### src/rtl/key_debounce.sv
// ---------------------------------------------------------------------------
// key_debounce
//   Push-button input conditioner for the board. It brings a raw, active-low
//   mechanical key into the clk domain and debounces it against a 1 us / 1 ms
//   tick chain that runs freely from clk. It drives a debounced level plus
//   one-cycle press and release pulses for downstream control logic.
//
// Optional feature (macro KEY_LONG_PRESS_EN):
//   When the macro is defined, key_long pulses once after the key has been
//   held for LONG_PRESS_MS ms ticks. When it is undefined, key_long is tied
//   to 0.
//
// Ports
//   clk          in   board clock
//   reset        in   asynchronous reset, active low
//   key_in       in   raw key, asynchronous, 0 = pressed
//   key_state    out  debounced level, 1 = pressed
//   key_press    out  one-cycle pulse when a press is accepted
//   key_release  out  one-cycle pulse when a release is accepted
//   key_long     out  one-cycle pulse on a long hold
// ---------------------------------------------------------------------------
module key_debounce #(
    parameter int CLK_PER_US    = 50,
    parameter int US_PER_MS     = 1000,
    parameter int DEBOUNCE_MS   = 20,
    parameter int LONG_PRESS_MS = 1000
) (
    input  logic clk,
    input  logic reset,
    input  logic key_in,
    output logic key_state,
    output logic key_press,
    output logic key_release,
    output logic key_long
);

    localparam int CLK_W = (CLK_PER_US > 1) ? $clog2(CLK_PER_US) : 1;
    localparam int US_W  = (US_PER_MS > 1) ? $clog2(US_PER_MS) : 1;
    localparam int DB_W  = $clog2(DEBOUNCE_MS + 1);

    // Reject parameter sets the debounce counter cannot represent.
    if (DEBOUNCE_MS < 1 || LONG_PRESS_MS < 1) begin : g_bad_param
        $error("key_debounce: DEBOUNCE_MS and LONG_PRESS_MS must be >= 1");
    end

    typedef enum logic [1:0] {
        IDLE,
        PRESS_DB,
        HELD,
        RELEASE_DB
    } state_t;

    logic             sync1;
    logic             sync2;
    logic             k_pr;
    logic [CLK_W-1:0] clk_cnt;
    logic [US_W-1:0]  us_cnt;
    logic             us_tick;
    logic             ms_tick;
    state_t           state;
    state_t           state_next;
    logic [DB_W-1:0]  db_cnt;
    logic [DB_W-1:0]  db_cnt_next;
    logic             press_next;
    logic             release_next;
    logic             level_next;

    // Two-flop synchroniser. It resets to the released level (1) so that the
    // FSM does not see a phantom press coming out of reset.
    always_ff @(posedge clk or negedge reset) begin
        if (!reset) begin
            sync1 <= 1'b1;
            sync2 <= 1'b1;
        end else begin
            sync1 <= key_in;
            sync2 <= sync1;
        end
    end

    assign k_pr = ~sync2;

    // The timebase runs independently of key activity. This is why the
    // acceptance latency varies by up to one ms period.
    assign us_tick = (clk_cnt == CLK_W'(CLK_PER_US - 1));
    assign ms_tick = us_tick && (us_cnt == US_W'(US_PER_MS - 1));

    always_ff @(posedge clk or negedge reset) begin
        if (!reset) begin
            clk_cnt <= '0;
            us_cnt  <= '0;
        end else begin
            clk_cnt <= us_tick ? '0 : clk_cnt + CLK_W'(1);
            if (us_tick) begin
                us_cnt <= ms_tick ? '0 : us_cnt + US_W'(1);
            end
        end
    end

    // Next-state logic. A debounce window completes on the ms_tick that
    // would bring db_cnt to DEBOUNCE_MS. The registered outputs then show
    // the new level and the pulse in the very next cycle.
    always_comb begin
        state_next   = state;
        db_cnt_next  = db_cnt;
        press_next   = 1'b0;
        release_next = 1'b0;
        case (state)
            IDLE: begin
                if (k_pr) state_next = PRESS_DB;
            end
            PRESS_DB: begin
                if (!k_pr) begin
                    state_next = IDLE;
                end else if (ms_tick) begin
                    if (db_cnt == DB_W'(DEBOUNCE_MS - 1)) begin
                        state_next = HELD;
                        press_next = 1'b1;
                    end else begin
                        db_cnt_next = db_cnt + DB_W'(1);
                    end
                end
            end
            HELD: begin
                if (!k_pr) state_next = RELEASE_DB;
            end
            RELEASE_DB: begin
                if (k_pr) begin
                    state_next = HELD;
                end else if (ms_tick) begin
                    if (db_cnt == DB_W'(DEBOUNCE_MS - 1)) begin
                        state_next   = IDLE;
                        release_next = 1'b1;
                    end else begin
                        db_cnt_next = db_cnt + DB_W'(1);
                    end
                end
            end
            default: state_next = IDLE;
        endcase
        if (state_next != state) db_cnt_next = '0;
        level_next = (state_next == HELD) || (state_next == RELEASE_DB);
    end

    always_ff @(posedge clk or negedge reset) begin
        if (!reset) begin
            state       <= IDLE;
            db_cnt      <= '0;
            key_state   <= 1'b0;
            key_press   <= 1'b0;
            key_release <= 1'b0;
        end else begin
            state       <= state_next;
            db_cnt      <= db_cnt_next;
            key_state   <= level_next;
            key_press   <= press_next;
            key_release <= release_next;
        end
    end

`ifdef KEY_LONG_PRESS_EN
    localparam int HOLD_W = $clog2(LONG_PRESS_MS + 1);

    logic [HOLD_W-1:0] hold_cnt;
    logic              long_next;

    // hold_cnt restarts only on a fresh accepted press. A bounce through
    // RELEASE_DB keeps the count. Saturation limits key_long to one pulse
    // per press.
    assign long_next = (state == HELD) && ms_tick &&
                       (hold_cnt == HOLD_W'(LONG_PRESS_MS - 1));

    always_ff @(posedge clk or negedge reset) begin
        if (!reset) begin
            hold_cnt <= '0;
            key_long <= 1'b0;
        end else begin
            key_long <= long_next;
            if (state == PRESS_DB && state_next == HELD) begin
                hold_cnt <= '0;
            end else if (state == HELD && ms_tick &&
                         hold_cnt != HOLD_W'(LONG_PRESS_MS)) begin
                hold_cnt <= hold_cnt + HOLD_W'(1);
            end
        end
    end
`else
    assign key_long = 1'b0;
`endif

endmodule

### config.mk
export PLATFORM = sky130hd
export DESIGN_NAME = key_debounce
export DESIGN_NICKNAME = d
export VERILOG_FILES = /design/src/rtl/key_debounce.sv
export SDC_FILE = /design/constraint.sdc
export NUM_CORES = 1
export LEC_CHECK = 0
export ABC_AREA = 1
export CAP_MARGIN = 10
export CORE_ASPECT_RATIO = 2
export CORE_MARGIN = 10
export CORE_UTILIZATION = 55
export CTS_BUF_LIST = sky130_fd_sc_hd__clkbuf_16
export CTS_CLUSTER_SIZE = 12
export DETAILED_ROUTE_END_ITERATION = 16
export PLACE_DENSITY = 0.74
export SYNTH_ARGS = -nofsm -noshare
export SYNTH_HDL_FRONTEND = slang
export SYNTH_SLANG_ARGS = --single-unit
### constraint.sdc
create_clock -name clk -period 1.7 [get_ports clk]
set_input_delay 0.51 -clock clk [delete_from_list [all_inputs] [get_ports clk]]
set_output_delay 0.51 -clock clk [all_outputs]
set_load 0.02 [all_outputs]
# Yosys cells after proc, flatten, opt, wreduce, memory -nomap -nowiden
# Index checks and enable logic that the tools add are counted.
totals:
  reg_bits: 28
  out_inout_bits: 4
  wordCells: 51
op_classes:
  eq_ne: 11
  muxes: 23
  reduce_logical: 5
  n_addsub: 3
ops:
  columns: ["op", "n"]
  rows:
  - ["$mux 5", 5]
  - ["$mux 2", 8]
  - ["$add 10x1->10 const B", 1]
  - ["$eq 10x10->1 const B", 1]
  - ["$mux 10", 1]
  - ["$pmux 5 s2", 1]
  - ["$eq 2x2->1 const B", 4]
  - ["$pmux 2 s4", 1]
  - ["$add 6x1->6 const B", 1]
  - ["$eq 6x6->1 const B", 1]
  - ["$mux 1", 6]
  - ["$mux 6", 1]
  - ["$ne 3x3->1 const B", 2]
  - ["$add 5x1->5 const B", 1]
  - ["$eq 5x5->1 const B", 1]
  - ["$reduce_and 3->1", 1]
  - ["$reduce_bool 3->1", 1]
  - ["$eq 2x1->1 const B", 1]
  - ["$logic_not 2->1", 1]
  - ["$ne 2x2->1", 1]
  - ["$logic_and 1x1->1", 1]
  - ["$logic_or 1x1->1", 1]

# Longest topological paths before layout
# Gate-level depths: netlist of the first run.
logic_depth:
  depth_word: 8
  mapped_depth: 10

# Worst setup path after synthesis of the first run
# No wires, ideal clock.
synth_timing:
  kind: "register to register"
  startpoint: "register clk_cnt[1]"
  endpoint: "register us_cnt[1]"
  setup_slack_ns: 0.326
  period_less_slack_ns: 1.374
  t_arrival_ns: 1.293
  setup_time_ns: 0.080
  path_stages_with_launch: 11
  n_path_buf: 2
  required_time_ns: 1.620
  cell_sequence: "dfrtp_1 -> inv_1 -> ha_1 -> inv_1 -> nor2_2 -> nand2_2 -> buf_6 -> inv_6 -> buf_6 -> nor2_2 -> nor3_2"
synth_between:
  elab_chain_len: 3
synth_lines:
  columns: ["item", "line_no", "source"]
  rows:
  - ["start, declared", "56", "logic [CLK_W-1:0] clk_cnt;"]
  - ["start signal, assigned", "92", "clk_cnt <= us_tick ? '0 : clk_cnt + CLK_W'(1);"]
  - ["$eq 6x6->1 (*)", "84", "assign us_tick = (clk_cnt == CLK_W'(CLK_PER_US - 1));"]
  - ["$logic_and 1x1->1", "85", "assign ms_tick = us_tick && (us_cnt == US_W'(US_PER_MS - 1));"]
  - ["$mux 10", "94", "us_cnt <= ms_tick ? '0 : us_cnt + US_W'(1);"]
  - ["end signal, assigned", "94", null]
  - ["end, declared", "57", "logic [US_W-1:0] us_cnt;"]
# Every way passes the cells marked *; elsewhere a longest branch is shown, timed or not.
# A chain may end at the register's enable or synchronous reset.

# Final worst setup path of the first run
layout_timing:
  startpoint: "register clk_cnt[1]"
  endpoint: "register db_cnt[1]"
layout_between:
  elab_chain_len: 8
layout_lines:
  columns: ["item", "line_no", "source"]
  rows:
  - ["$eq 6x6->1 (*)", "84", null]
  - ["$logic_and 1x1->1 (*)", "85", null]
  - ["$mux 2, on equally long branches", "129, 114", null]
  - ["$mux 2, on equally long branches", "127, 112", null]
  - ["$pmux 2 s4", "107", "case (state)"]
  - ["$ne 2x2->1", "140", "if (state_next != state) db_cnt_next = '0;"]
  - ["$ne 3x3->1 (no line) / $reduce_bool 3->1 (equally long branches)", null, null]
  - ["$reduce_and 3->1 (no line)", null, null]
  - ["end signal, assigned", "153", "db_cnt <= db_cnt_next;"]
  - ["end, declared", "62", "logic [DB_W-1:0] db_cnt;"]
# Every way passes the cells marked *; elsewhere a longest branch is shown, timed or not. The select of a mux whose other input is x is not followed.

==> flow_metrics.env, run 1 <==
export IMPL_nFillCells=219
export IMPL_crit_path_max_incr_delay_ps=410
export IMPL_drive_above_1_share_pct=17.9
export IMPL_drt_drc_violations_left=0
export IMPL_combinationalPowerShare_pct=3.2
export IMPL_max_freq_mhz=638
export IMPL_h_tree_depth=1
export IMPL_place_hpwl_mm=2.40
export IMPL_postPlaceCellArea_um2=1610
export IMPL_routed_wl_mm=3.26
export IMPL_critical_path_cell_chain="inv_1 -> ha_1 -> inv_1 -> nor2_2 -> nand3_1 -> nor2_4 -> o21ai_2 -> nand2_1 -> nand2_1"
export IMPL_critPathArrivalTime_ps=1720
export IMPL_reg2reg_slack_ps=130
export IMPL_critPathSlowestCell="sky130_fd_sc_hd__dfrtp_1"
export IMPL_clock_tree_from_tritoncts="yes"
export IMPL_cp_num_buf_inv=2
export IMPL_synthTopCellsByArea="sky130_fd_sc_hd__dfrtp_1, sky130_fd_sc_hd__nand2_1, sky130_fd_sc_hd__nand4_1, sky130_fd_sc_hd__inv_1, sky130_fd_sc_hd__dfstp_2"
export IMPL_warnings_synthesis=0
export IMPL_nature_of_the_critical_path_startpoint="register"
export IMPL_power_per_cell_area_nw_per_um2=719
export IMPL_cp_required_ps=1850
export IMPL_crit_path_end_kind="register"
export IMPL_insertedDiodeCount=0
export IMPL_design_portCount=7
export IMPL_syn_nets=186
export IMPL_initial_antenna_violation_count=0
export IMPL_synth_lib_cells_used_distinct=31
export IMPL_layout_commonest_cell="sky130_fd_sc_hd__nand2_1"
export IMPL_drt_pass1_iter_count=7
export IMPL_switching_share_pct=20.8
export IMPL_utilization_pct=63.7
export IMPL_area_growth_pct=13.3
export IMPL_ctsLongestPathBuffers=2
export IMPL_routed_via_density=5.62
export IMPL_post_syn_area_per_cell_um2=8.49
export IMPL_global_route_overflow_total=0
export IMPL_largest_delay_contributor_family_on_the_critical_path="simple AND/OR/NAND/NOR gates"
export IMPL_final_net_count=198
export IMPL_drt_wirelength_per_cell_um=14.9
export IMPL_ir_worst_vdd_v=0.000612
export IMPL_drv_cap=0
export IMPL_mappedNetlistArea_um2=1520
export IMPL_synthCells=179
export IMPL_grt_met1_usage_pct=12.3
export IMPL_grt_most_used_layer="met2"
export IMPL_min_delay_path_class="reg -> reg"
export IMPL_numClockSinks=27
export IMPL_synth_largest_type_area_fraction_pct=41.2
export IMPL_final_area_um2=1720
export IMPL_flop_and_latch_count_out_of_synthesis=27
export IMPL_use_met3_pct=2.03
export IMPL_groute_usage_overall_pct=13.2
export IMPL_setup_total_negative_slack_ps=0
export IMPL_dieHeight_um=94.3
export IMPL_hold_buffers=0
export IMPL_yosysTopAreaCell="sky130_fd_sc_hd__dfrtp_1"
export IMPL_final_period_minus_worst_setup_slack_ps=1570
export IMPL_place_detailed_instances=213
export IMPL_rows=27
export IMPL_grt_start_max_net_pins=28
export IMPL_final_cell_mix="sky130_fd_sc_hd__nand2_1, sky130_fd_sc_hd__dfrtp_1, sky130_fd_sc_hd__inv_1"
export IMPL_setup_viol=0
export IMPL_floorplan_initialDensity_pct=56.2
export IMPL_yosysSeqAreaShare_pct=44.6
export IMPL_timing_clock_skew_ps=4.37
export IMPL_insertion_delay_ps=270
export IMPL_grt_pass1_vias=1297
export IMPL_cts_clk_slew_worst_paths_ps=70
export IMPL_internal_power_mw=0.981
export IMPL_instances_no_fill=219
export IMPL_cts_buffers_inserted=3
export IMPL_fin_crit_sh_pct=92.2
export IMPL_postRouteAntennaNets=0
export IMPL_gp_congestion=0.871
export IMPL_worstSetupPathType="reg -> reg"
export IMPL_outcome="finished clean"
export IMPL_power_frac_seq_pct=52.5
export IMPL_fp_dieArea_um2=5390
export IMPL_power_leakage_nw=0.856
export IMPL_grt_pass1_wl_mm=5.77
export IMPL_critical_path_max_fanout=5
export IMPL_clockPowerShare_pct=44.3
export IMPL_portBuffers=5
export IMPL_via_count=1230
export IMPL_timing_final_max_slew_violations=0
export IMPL_power_switching_mw=0.258
export IMPL_finalHoldViolations=0
export IMPL_die_w_um=57.2
export IMPL_cts_root_buffer="sky130_fd_sc_hd__clkbuf_16"
export IMPL_global_route_usage_met2_pct=25.5
export IMPL_fp_coreArea_um2=2700
export IMPL_drtIter0Drc=44
export IMPL_fin_hold_ws_ps=358
export IMPL_rsz0062_at_grt="false"
## layout make-up
class / count / area [um^2] / share of cell area (%)
multi-input cells: 124 / 729 / 42.4
flip-flops and latches: 27 / 678 / 39.4
inverters: 25 / 98.8 / 5.74
repair buffers: 10 / 96.3 / 5.60
clock buffers: 3 / 75.1 / 4.36
well taps: 29 / 36.3 / 2.11
clock inverters: 1 / 7.51 / 0.436
## kinds of logic after synthesis
kind of cell,count (synthesis),share of synthesized area [%]
AO/OA/AOI/OAI,14,5.52
XOR/XNOR,7,4.04
adder cells (fa/ha/maj),4,3.30
buffers and inverters,28,8.48
flip-flops,27,44.6
other,1,0.247
AND/OR/NAND/NOR,98,33.8
## metrics by stage
step | setup slack (ps) | power, mW
6_report | 132 | 1.24
5_1_grt | 23.2 | 1.28
4_1_cts | 8.42 | 1.25
3_5_place_dp | 15.8 | 0.703
3_3_place_gp | 115 | 0.701
2_1_floorplan | 326 | 0.678
## state kept, by name, indices dropped and copies added, names as in the netlist
| name | flops |
|---|---|
| sync1 | 1 |
| state | 2 |
| key_release | 1 |
| clk_cnt | 6 |
| key_press | 1 |
| us_cnt | 10 |
| sync2 | 1 |
| db_cnt | 5 |
## routing by layer
layer	up-vias	part of all wire (%)
met5	-	0
met2	38	59
met3	7	3.5
met4	0	2.6
met1	583	35
li1	602	-
## final timing paths
path                                  from         to  cells past startpoint
max in group asynchronous            reset      sync1                      2
worst max register to register  clk_cnt[1]  db_cnt[1]                      9
min in group asynchronous            reset  key_press                      2
worst max-delay path            clk_cnt[1]  db_cnt[1]                      9
worst min register to register       sync1      sync2                      0
worst min-delay path                 sync1      sync2                      0
## synthesized netlist by cell type
master / n
sky130_fd_sc_hd__or2_2: 1
sky130_fd_sc_hd__buf_4: 1
sky130_fd_sc_hd__dfstp_2: 2
sky130_fd_sc_hd__nand3_2: 1
sky130_fd_sc_hd__nor2_4: 3
sky130_fd_sc_hd__nor2_8: 1
sky130_fd_sc_hd__o21ai_1: 2
sky130_fd_sc_hd__nand3_1: 9
sky130_fd_sc_hd__xnor2_1: 2
sky130_fd_sc_hd__buf_6: 2
sky130_fd_sc_hd__nor3_2: 2
sky130_fd_sc_hd__dfrtp_1: 25
sky130_fd_sc_hd__xor2_1: 5
sky130_fd_sc_hd__nor2_2: 6
sky130_fd_sc_hd__nand4_1: 15
sky130_fd_sc_hd__nor2_1: 12
sky130_fd_sc_hd__nor4_1: 1
sky130_fd_sc_hd__a21oi_1: 4
sky130_fd_sc_hd__o21ai_0: 4
sky130_fd_sc_hd__nand2_1: 38
sky130_fd_sc_hd__nor3_1: 4
sky130_fd_sc_hd__nand3b_1: 1
sky130_fd_sc_hd__conb_1: 1
sky130_fd_sc_hd__o21ai_2: 1
sky130_fd_sc_hd__inv_2: 1
sky130_fd_sc_hd__inv_1: 23
sky130_fd_sc_hd__inv_6: 1
sky130_fd_sc_hd__o21bai_1: 1
sky130_fd_sc_hd__a31o_2: 2
sky130_fd_sc_hd__nand2_2: 4
sky130_fd_sc_hd__ha_1: 4
## power groups by stage
stage	clock, mW	sequential (mW)	combinational, mW
final	0.549	0.650	0.0395
after global routing	0.583	0.650	0.0442
after CTS	0.561	0.650	0.0405
after detailed placement	0	0.662	0.0405
after global placement	0	0.662	0.0391
after floorplan	0	0.662	0.0162
## what timing repair did
item,in CTS,in global routing
resized for setup,3,3
cloned,0,0
endpoints found under the setup margin,3,8
setup buffers,0,2
Note: power is estimated with default switching activity, not from simulation.
==> run 2: changes to the inputs <==
- SETUP_SLACK_MARGIN: unset -> 0.15
==> flow_metrics.env, run 2 (synthesized netlist as in run 1, its figures left out) <==
export IMPL_outcome="finished clean"
export IMPL_cp_required_ps=1850
export IMPL_power_switching_mw=0.258
export IMPL_cts_clk_slew_worst_paths_ps=70
export IMPL_insertedDiodeCount=0
export IMPL_critical_path_max_fanout=5
export IMPL_timing_final_max_slew_violations=0
export IMPL_portBuffers=5
export IMPL_power_per_cell_area_nw_per_um2=684
export IMPL_routed_via_density=5.79
export IMPL_crit_path_max_incr_delay_ps=410
export IMPL_die_w_um=57.2
export IMPL_worstSetupPathType="reg -> reg"
export IMPL_ctsLongestPathBuffers=2
export IMPL_gp_congestion=0.871
export IMPL_fp_coreArea_um2=2700
export IMPL_combinationalPowerShare_pct=3.2
export IMPL_min_delay_path_class="reg -> reg"
export IMPL_fin_crit_sh_pct=91.3
export IMPL_cts_buffers_inserted=3
export IMPL_rsz0062_at_grt="true"
export IMPL_groute_usage_overall_pct=13.6
export IMPL_final_cell_mix="sky130_fd_sc_hd__nand2_1, sky130_fd_sc_hd__dfrtp_1, sky130_fd_sc_hd__inv_1"
export IMPL_drtIter0Drc=52
export IMPL_place_hpwl_mm=2.40
export IMPL_max_freq_mhz=644
export IMPL_cts_root_buffer="sky130_fd_sc_hd__clkbuf_16"
export IMPL_reg2reg_to="db_cnt[1]"
export IMPL_reg2regPathDepth=10
export IMPL_worst_r2r_startpoint="clk_cnt[1]"
export IMPL_global_route_overflow_total=0
export IMPL_internal_power_mw=0.981
export IMPL_timing_clock_skew_ps=2.59
export IMPL_rows=27
export IMPL_fin_hold_ws_ps=358
export IMPL_power_leakage_nw=0.899
export IMPL_routed_wl_mm=3.51
export IMPL_finalHoldViolations=0
export IMPL_clockPowerShare_pct=44.3
export IMPL_drive_above_1_share_pct=21.5
export IMPL_critPathSlowestCell="sky130_fd_sc_hd__dfrtp_1"
export IMPL_numClockSinks=27
export IMPL_reg2reg_slack_ps=150
export IMPL_area_growth_pct=19.3
export IMPL_drt_pass1_iter_count=6
export IMPL_h_tree_depth=1
export IMPL_postRouteAntennaNets=0
export IMPL_initial_antenna_violation_count=0
export IMPL_clock_tree_from_tritoncts="yes"
export IMPL_final_period_minus_worst_setup_slack_ps=1550
export IMPL_place_detailed_instances=213
export IMPL_drv_cap=0
export IMPL_endpoint="db_cnt[1]"
export IMPL_critPathMostFrequentCell="sky130_fd_sc_hd__inv_1"
export IMPL_drt_wirelength_per_cell_um=15.7
export IMPL_largest_delay_contributor_family_on_the_critical_path="simple AND/OR/NAND/NOR gates"
export IMPL_power_frac_seq_pct=52.5
export IMPL_min_from="sync1"
export IMPL_dieHeight_um=94.3
export IMPL_cell_depth_of_the_worst_setup_path=10
export IMPL_grt_start_max_net_pins=28
export IMPL_floorplan_initialDensity_pct=56.2
export IMPL_insertion_delay_ps=270
export IMPL_drt_drc_violations_left=0
export IMPL_nature_of_the_critical_path_startpoint="register"
export IMPL_largest_register="us_cnt"
export IMPL_critical_path_cell_chain="inv_1 -> ha_1 -> inv_1 -> nor2_4 -> nand2_4 -> nor2_8 -> buf_12 -> nand3_4 -> nand4_1 -> nand2_1"
export IMPL_instances_no_fill=224
export IMPL_switching_share_pct=20.8
export IMPL_ir_worst_vdd_v=0.000606
export IMPL_reg_top3="us_cnt: 10 flops, clk_cnt: 6 flops, db_cnt: 5 flops"
export IMPL_startpoint="clk_cnt[1]"
export IMPL_final_net_count=203
export IMPL_grt_pass1_vias=1334
export IMPL_layout_commonest_cell="sky130_fd_sc_hd__nand2_1"
export IMPL_max_ffs_per_register=10
export IMPL_design_portCount=7
export IMPL_via_count=1296
export IMPL_crit_path_end_kind="register"
export IMPL_critPathArrivalTime_ps=1710
export IMPL_fp_dieArea_um2=5390
export IMPL_setup_viol=0
export IMPL_grt_pass1_wl_mm=5.92
export IMPL_cp_num_buf_inv=3
export IMPL_setup_total_negative_slack_ps=0
run 2: worst min-delay path by stage:
stage               depth (start not counted)         end
floorplan                                   0  clk_cnt[0]
global placement                            0       sync2
detailed placement                          0       sync2
CTS                                         0       sync2
global route                                0       sync2
finish                                      0       sync2
run 2: metrics by stage:
stage | util, % | setup WS, ps | area [um^2] | power (mW)
global placement | 59.6 | 115 | 1610 | 0.701
global route | 67.0 | 48.8 | 1810 | 1.28
finish | 67.0 | 148 | 1810 | 1.24
detailed placement | 59.6 | 15.8 | 1610 | 0.703
CTS | 64.5 | 181 | 1740 | 1.25
floorplan | - | 326 | 1520 | 0.678
run 2: cell type report:
cell class | count | area (um^2)
fill | 207 | 891
multi-input combinational | 125 | 762
sequential | 27 | 678
timing repair buffer | 14 | 151
inverter | 25 | 101
clock buffer | 3 | 75.1
tap | 29 | 36.3
clock inverter | 1 | 7.51
run 2: power by group through the flow:
| stage | logic (mW) | clock network (mW) | registers [mW] |
|---|---|---|---|
| final | 0.0398 | 0.549 | 0.650 |
| after CTS | 0.0405 | 0.561 | 0.650 |
| after detailed placement | 0.0405 | 0 | 0.662 |
| after global placement | 0.0391 | 0 | 0.662 |
| after global routing | 0.0444 | 0.583 | 0.650 |
| after floorplan | 0.0162 | 0 | 0.662 |
run 2: timing repair:
action	in CTS	in global routing
setup buffers	2	4
endpoints found under the setup margin	11	12
resized for setup	8	4
pin swaps	1	8
cloned	0	1
hold buffers	0	0
run 2: metal layers:
metal	GRT usage (%)	vias to the layer above	wire, um
met3	2.03	11	132
met5	0	-	0
li1	-	617	-
met4	8.27	0	126
met2	26.0	46	2020
met1	12.8	622	1230
